==> src/rtl/pulp_dma32_pkg.sv <==
// Shared types and constants for the PULP cluster 32-bit DMA copy controller.
package pulp_dma32_pkg;

    typedef enum logic [2:0] {
        ST_IDLE,
        ST_RD_REQ,
        ST_RD_DATA,
        ST_WR_REQ,
        ST_WR_DATA,
        ST_DONE
    } state_t;

    localparam logic [2:0] DMA_SIZE_WORD    = 3'b010;
    localparam logic [4:0] DMA_USER_DEFAULT = 5'd0;

    localparam int DBG_STATE_LSB  = 28;
    localparam int DBG_BURSTS_LSB = 16;
    localparam int DBG_WORDS_LSB  = 0;

    function automatic logic [31:0] burst_len(
        input logic [31:0] remaining,
        input logic [31:0] max_burst
    );
        return (remaining < max_burst) ? remaining : max_burst;
    endfunction

endpackage

==> src/rtl/pulp_dma32_fifo.sv <==
// Synchronous staging FIFO: registered storage, combinational head word.
module pulp_dma32_fifo #(
    parameter int DEPTH = 16,
    parameter int WIDTH = 32
) (
    input  logic             clk,
    input  logic             rst,
    input  logic             push,
    input  logic             pop,
    input  logic [WIDTH-1:0] wdata,
    output logic [WIDTH-1:0] rdata,
    output logic             full,
    output logic             empty
);

    localparam int AW = (DEPTH > 1) ? $clog2(DEPTH) : 1;
    localparam int CW = $clog2(DEPTH + 1);

    logic [WIDTH-1:0] mem [DEPTH];
    logic [AW-1:0]    wr_ptr;
    logic [AW-1:0]    rd_ptr;
    logic [CW-1:0]    count;
    logic             do_push;
    logic             do_pop;

    function automatic logic [AW-1:0] ptr_next(input logic [AW-1:0] p);
        return (p == AW'(DEPTH - 1)) ? '0 : p + 1'b1;
    endfunction

    assign do_push = push & ~full;
    assign do_pop  = pop & ~empty;
    assign full    = (count == CW'(DEPTH));
    assign empty   = (count == '0);
    assign rdata   = mem[rd_ptr];

    always_ff @(posedge clk or negedge rst) begin
        if (!rst) begin
            wr_ptr <= '0;
            rd_ptr <= '0;
            count  <= '0;
            for (int i = 0; i < DEPTH; i++) begin
                mem[i] <= '0;
            end
        end else begin
            if (do_push) begin
                mem[wr_ptr] <= wdata;
                wr_ptr      <= ptr_next(wr_ptr);
            end
            if (do_pop) begin
                rd_ptr <= ptr_next(rd_ptr);
            end
            case ({do_push, do_pop})
                2'b10:   count <= count + 1'b1;
                2'b01:   count <= count - 1'b1;
                default: count <= count;
            endcase
        end
    end

endmodule

==> src/rtl/pulp_cluster_dma32_copy_ctrl.sv <==
// Word-granular DMA copy controller: read burst -> FIFO -> write burst.
// Optional status counters on debug when PULP_DMA32_COPY_DEBUG_EN is defined.
module pulp_cluster_dma32_copy_ctrl
    import pulp_dma32_pkg::*;
#(
    parameter int MAX_BURST  = 16,
    parameter int FIFO_DEPTH = 16
) (
    input  logic        clk,
    input  logic        rst,
    input  logic [31:0] conf_info_reg1,
    input  logic [31:0] conf_info_reg2,
    input  logic [31:0] conf_info_reg3,
    input  logic        conf_done,
    output logic        acc_done,
    output logic [31:0] debug,
    output logic        dma_read_ctrl_valid,
    input  logic        dma_read_ctrl_ready,
    output logic [31:0] dma_read_ctrl_data_index,
    output logic [31:0] dma_read_ctrl_data_length,
    output logic [2:0]  dma_read_ctrl_data_size,
    output logic [4:0]  dma_read_ctrl_data_user,
    input  logic        dma_read_chnl_valid,
    output logic        dma_read_chnl_ready,
    input  logic [31:0] dma_read_chnl_data,
    output logic        dma_write_ctrl_valid,
    input  logic        dma_write_ctrl_ready,
    output logic [31:0] dma_write_ctrl_data_index,
    output logic [31:0] dma_write_ctrl_data_length,
    output logic [2:0]  dma_write_ctrl_data_size,
    output logic [4:0]  dma_write_ctrl_data_user,
    output logic        dma_write_chnl_valid,
    input  logic        dma_write_chnl_ready,
    output logic [31:0] dma_write_chnl_data
);

    state_t      state;
    state_t      state_nxt;
    logic        conf_q;
    logic        start_q;
    logic [31:0] src_q;
    logic [31:0] dst_q;
    logic [31:0] len_q;
    logic [31:0] offset_q;
    logic [31:0] cnt_q;
    logic [31:0] burst;
    logic [31:0] next_off;
    logic        last_beat;
    logic        start;
    logic        rd_acc;
    logic        wr_acc;
    logic        fifo_full;
    logic        fifo_empty;
    logic [31:0] fifo_head;

    assign burst     = burst_len(len_q - offset_q, 32'(MAX_BURST));
    assign next_off  = offset_q + burst;
    assign last_beat = (cnt_q == burst - 32'd1);
    assign start     = (state == ST_IDLE) & start_q;
    assign rd_acc    = dma_read_chnl_valid & dma_read_chnl_ready;
    assign wr_acc    = dma_write_chnl_valid & dma_write_chnl_ready;

    // Edge detect is registered so a level-held conf_done starts one job only.
    always_ff @(posedge clk or negedge rst) begin
        if (!rst) begin
            conf_q  <= 1'b0;
            start_q <= 1'b0;
        end else begin
            conf_q  <= conf_done;
            start_q <= conf_done & ~conf_q;
        end
    end

    always_ff @(posedge clk or negedge rst) begin
        if (!rst) begin
            state <= ST_IDLE;
        end else begin
            state <= state_nxt;
        end
    end

    always_comb begin
        state_nxt = state;
        unique case (state)
            ST_IDLE: begin
                if (start_q) begin
                    state_nxt = (conf_info_reg3 == 32'd0) ? ST_DONE : ST_RD_REQ;
                end
            end
            ST_RD_REQ: begin
                if (dma_read_ctrl_ready) state_nxt = ST_RD_DATA;
            end
            ST_RD_DATA: begin
                if (rd_acc && last_beat) state_nxt = ST_WR_REQ;
            end
            ST_WR_REQ: begin
                if (dma_write_ctrl_ready) state_nxt = ST_WR_DATA;
            end
            ST_WR_DATA: begin
                if (wr_acc && last_beat) begin
                    state_nxt = (next_off == len_q) ? ST_DONE : ST_RD_REQ;
                end
            end
            ST_DONE: state_nxt = ST_IDLE;
            default: state_nxt = ST_IDLE;
        endcase
    end

    always_comb begin
        dma_read_ctrl_valid  = 1'b0;
        dma_read_chnl_ready  = 1'b0;
        dma_write_ctrl_valid = 1'b0;
        dma_write_chnl_valid = 1'b0;
        acc_done             = 1'b0;
        unique case (state)
            ST_RD_REQ:  dma_read_ctrl_valid  = 1'b1;
            ST_RD_DATA: dma_read_chnl_ready  = ~fifo_full;
            ST_WR_REQ:  dma_write_ctrl_valid = 1'b1;
            ST_WR_DATA: dma_write_chnl_valid = ~fifo_empty;
            ST_DONE:    acc_done             = 1'b1;
            default: ;
        endcase
    end

    assign dma_read_ctrl_data_index   = src_q + offset_q;
    assign dma_read_ctrl_data_length  = burst;
    assign dma_read_ctrl_data_size    = DMA_SIZE_WORD;
    assign dma_read_ctrl_data_user    = DMA_USER_DEFAULT;
    assign dma_write_ctrl_data_index  = dst_q + offset_q;
    assign dma_write_ctrl_data_length = burst;
    assign dma_write_ctrl_data_size   = DMA_SIZE_WORD;
    assign dma_write_ctrl_data_user   = DMA_USER_DEFAULT;
    assign dma_write_chnl_data        = fifo_head;

    // cnt_q counts beats of the current burst, shared by read and write phases.
    always_ff @(posedge clk or negedge rst) begin
        if (!rst) begin
            src_q    <= '0;
            dst_q    <= '0;
            len_q    <= '0;
            offset_q <= '0;
            cnt_q    <= '0;
        end else if (start) begin
            src_q    <= conf_info_reg1;
            dst_q    <= conf_info_reg2;
            len_q    <= conf_info_reg3;
            offset_q <= '0;
            cnt_q    <= '0;
        end else if (rd_acc || wr_acc) begin
            cnt_q <= last_beat ? 32'd0 : cnt_q + 32'd1;
            if (wr_acc && last_beat) offset_q <= next_off;
        end
    end

    pulp_dma32_fifo #(
        .DEPTH (FIFO_DEPTH),
        .WIDTH (32)
    ) u_fifo (
        .clk   (clk),
        .rst   (rst),
        .push  (rd_acc),
        .pop   (wr_acc),
        .wdata (dma_read_chnl_data),
        .rdata (fifo_head),
        .full  (fifo_full),
        .empty (fifo_empty)
    );

`ifdef PULP_DMA32_COPY_DEBUG_EN
    logic [11:0] bursts_q;
    logic [15:0] words_q;

    always_ff @(posedge clk or negedge rst) begin
        if (!rst) begin
            bursts_q <= '0;
            words_q  <= '0;
        end else if (start) begin
            bursts_q <= '0;
            words_q  <= '0;
        end else if (wr_acc) begin
            if (words_q != '1) words_q <= words_q + 1'b1;
            if (last_beat && bursts_q != '1) bursts_q <= bursts_q + 1'b1;
        end
    end

    always_comb begin
        debug = '0;
        debug[DBG_STATE_LSB  +: 4]  = {1'b0, state};
        debug[DBG_BURSTS_LSB +: 12] = bursts_q;
        debug[DBG_WORDS_LSB  +: 16] = words_q;
    end
`else
    assign debug = 32'd0;
`endif

endmodule

==> config.mk <==
export PLATFORM = sky130hd
export DESIGN_NAME = pulp_cluster_dma32_copy_ctrl
export DESIGN_NICKNAME = d
export VERILOG_FILES = /design/src/rtl/pulp_dma32_pkg.sv /design/src/rtl/pulp_dma32_fifo.sv /design/src/rtl/pulp_cluster_dma32_copy_ctrl.sv
export SDC_FILE = /design/constraint.sdc
export NUM_CORES = 1
export LEC_CHECK = 0
export BUFFER_PORTS_ARGS = -buffer_cell sky130_fd_sc_hd__buf_2
export CAP_MARGIN = 20
export CORE_MARGIN = 2
export CORE_UTILIZATION = 55
export DETAILED_ROUTE_END_ITERATION = 16
export GPL_TIMING_DRIVEN = 0
export PLACE_DENSITY = 0.85
export SYNTH_ARGS = -nofsm -noshare
export SYNTH_HDL_FRONTEND = slang
export SYNTH_SLANG_ARGS = --single-unit
==> constraint.sdc <==
create_clock -name clk -period 9.7 [get_ports clk]
set_clock_uncertainty 0.15 [all_clocks]
set_input_delay 0.97 -clock clk [delete_from_list [all_inputs] [get_ports clk]]
set_output_delay 0.97 -clock clk [all_outputs]
set_load 0.1 [all_outputs]
==> results.toml <==
[synthesis]
syn_area_um2 = 39800
seq_area_frac_synth = 0.434
ys_top_cells_by_area = "dfrtp_1 (43%), mux2_2 (15%), mux4_2 (9.1%)"
synth_edf_count = 0
synth_ff_type = "dfrtp_1"
ys_ff_latch = 690
avgSynthCellArea_um2 = 11.2
synth_cell_types = 94
synth_warnings = 0
synth_largest_area_cell = "dfrtp_1"
synth_cells = 3554
ys_async_sr_fraction = 1.00
yosysTopAreaCellShare = 0.434

[critical_path]
path_max_fanout = 6
startpoint_type = "flip-flop"
cp.required_ps = 10060
cpMostUsedCell = "nand4_1"
critical_path_class = "flip-flop to flip-flop"
max_stage_delay_ps = 560
end_kind = "flip-flop"
arrival_ps = 9700
slowest_stage = "fa_1"

[global_routing]
grtUsageTotal = 0.313
antenna_found_initial = 6
overflow = 0
grt_pass1_vias = 31400
grt_pass1_wl_um = 180000
grt_max_degree = 125

[power_and_ir_drop]
power_frac_seq = 0.297
p_clk_frac = 0.221
power_switching_share = 0.461
ir_drop_uv = 390
cellPowerDensity_nw_per_um2 = 302
internal_power_mw = 7.44
p_comb_frac = 0.482
p_sw_mw = 6.36
power_leakage_nw = 22.2

[timing]
min_period_ps = 9350
relSlewSlack = 0.208
rsz0062_at_grt = "no"
slew_violations = 0
finalHoldViolCount = 0
tightest_slew_ps = 1190
fmax_ghz = 0.107
fin_crit_sh = 0.964
fin_tns_setup_ps = 0
setup_viol = 0

[layout]
area_delta_synth_final_pct = 14.8
layout_commonest_cell = "dfrtp_1"
layout_common_cells = "dfrtp_1 (690), mux2_2 (519), nand2_1 (465), buf_2 (263), mux4_2 (160)"
final_core_util = 0.639
fin_nets = 4295
multiInputGateArea_um2 = 21100
seq_area_um2 = 17300
fillers = 5172
design_area_um2 = 45700
final_layout_size_suffix_gt1_frac = 0.305

[clock_network]
clock_sinks = 690
cts-buffers-inserted = 74
clkTransAtPathRegs_ps = 70
cts_hold_buf = 0
clockBufferDepth = 3
clock_latency_ps = 650
cts_tree = "done"
h-tree-depth = 3
cts-root-buf = "clkbuf_16"

[floorplan]
die_w_um = 273
ios = 348
core_um2 = 71500
floorplan.initialDensity = 0.556
dieArea_um2 = 74500
die_y_um = 273
rows = 98

[placed_design]
gp_congestion = 0.971
place_area_um2 = 42900
portBuffers = 245
dp_hpwl_um = 80500

[routing]
post_drt_wl_per_cell_um = 23.8
dr.first_iter.drc_count = 3242
drc_errors = 0
ant_nets = 0
vias = 31500
vias_per_cell = 6.25
routed_wl_um = 120000
firstDrtPassIters = 5

[outcome]
status = "finished, final reports clean"

[hold_path]
hold_path_class = "primary input to async pin"

[job]
cap_viol_max_count = 0
-- flip-flops by register name, summed over array words and instances, names as in the netlist --
| register | count |
|---|---|
| src_q | 32 |
| offset_q | 32 |
| len_q | 32 |
| u_fifo.mem | 512 |
| start_q | 1 |
| state | 3 |
| dst_q | 32 |
| u_fifo.count | 5 |
| cnt_q | 32 |
| u_fifo.wr_ptr | 4 |
| conf_q | 1 |
| u_fifo.rd_ptr | 4 |
-- worst max-delay path: cells and delay by family, from the launching register on --
family	cells	cell delay, ps
AOI/OAI and AO/OA	14	3290
xor gates and xnor gates	1	280
adders and majority gates	2	1120
buffers and inverters	1	230
DFF	1	470
and+or+nand+nor	12	3650
-- cell families (layout without fill, tap and decap cells) --
logic type,Yosys count,in the layout,share of synthesized area
compound gates,524,524,0.0863
xor+xnor,123,123,0.0290
fa+ha+maj,139,139,0.0447
other cells,2,134,0.000189
simple gates,987,987,0.116
mux,693,693,0.241
flops,690,690,0.434
buf+inv,396,797,0.0482
-- Yosys cell counts, types with 15 or more instances --
library cell / number
and2_1: 22
and3_1: 31
a31oi_1: 18
nand4_1: 27
nor2b_1: 15
dfrtp_1: 690
o21ai_1: 16
a21o_1: 45
nor4_1: 31
mux2_2: 519
nor2_1: 122
xnor2_1: 80
nand2_1: 465
nand2b_1: 25
nor3_1: 72
buf_4: 109
inv_1: 80
xor2_1: 37
a211oi_1: 19
o21a_1: 18
or2_2: 16
ha_1: 134
clkbuf_1: 121
buf_2: 18
mux4_2: 160
nand3_1: 100
o31ai_1: 16
o21ai_0: 136
a21oi_1: 119
or3_1: 22
buf_1: 67
-- layout make-up --
type                    instances  area share
inverters                      81     0.00666
clock inverters                34      0.0105
repair buffers                265      0.0346
flip-flops and latches        690       0.378
well taps                     950      0.0260
diodes                          6    0.000329
clock buffers                 102      0.0466
plain buffers                 315      0.0353
multi-input cells            2594       0.462
-- routing by layer --
layer  part of all wire  global-route usage  vias to the layer above  wire, µm
met2               0.48               0.514                     1868     57700
met3              0.083              0.0571                      490     10000
met4              0.059               0.171                        2      7080
li1                   -                   -                    13600         -
met1               0.38               0.395                    15500     45100
met5            0.00013                   0                        -        15
-- power by group through the flow --
stage | logic [mW] | registers, mW | clock network [mW]
2_1_floorplan | 5.12 | 3.89 | 0
3_3_place_gp | 6.30 | 4.02 | 0
3_5_place_dp | 6.43 | 4.07 | 0
4_1_cts | 6.50 | 4.06 | 3.05
5_1_grt | 7.01 | 4.15 | 3.17
6_report | 6.65 | 4.10 | 3.04
-- worst paths after layout --
kind                             start  cells past startpoint  slack (ps)               to
max                        offset_q[1]                     30         350         state[2]
min                                rst                      1          70     offset_q[21]
max reg2reg                offset_q[1]                     30         350         state[2]
min reg2reg                     conf_q                      1         240          start_q
max in group asynchronous          rst                      3        7850  u_fifo.mem[289]
min in group clk                conf_q                      1         240          start_q
-- metrics by stage --
step | hold slack (ps) | power [mW] | worst slack (ps) | std cells
after floorplan | 228 | 9.01 | 924 | 3680
after global placement | 232 | 10.3 | -6940 | 4875
after detailed placement | 232 | 10.5 | -122 | 4884
after CTS | 60.7 | 13.6 | 21.6 | 5020
after global routing | 75.7 | 14.3 | 29.8 | 5036
final | 72.1 | 13.8 | 354 | 5037
-- timing repair --
item | in CTS | in global routing
buffers inserted | 0 | 0
resized for setup | 1 | 5
endpoints found under the setup margin | 1 | 1
(Power assumes the default switching activity.)
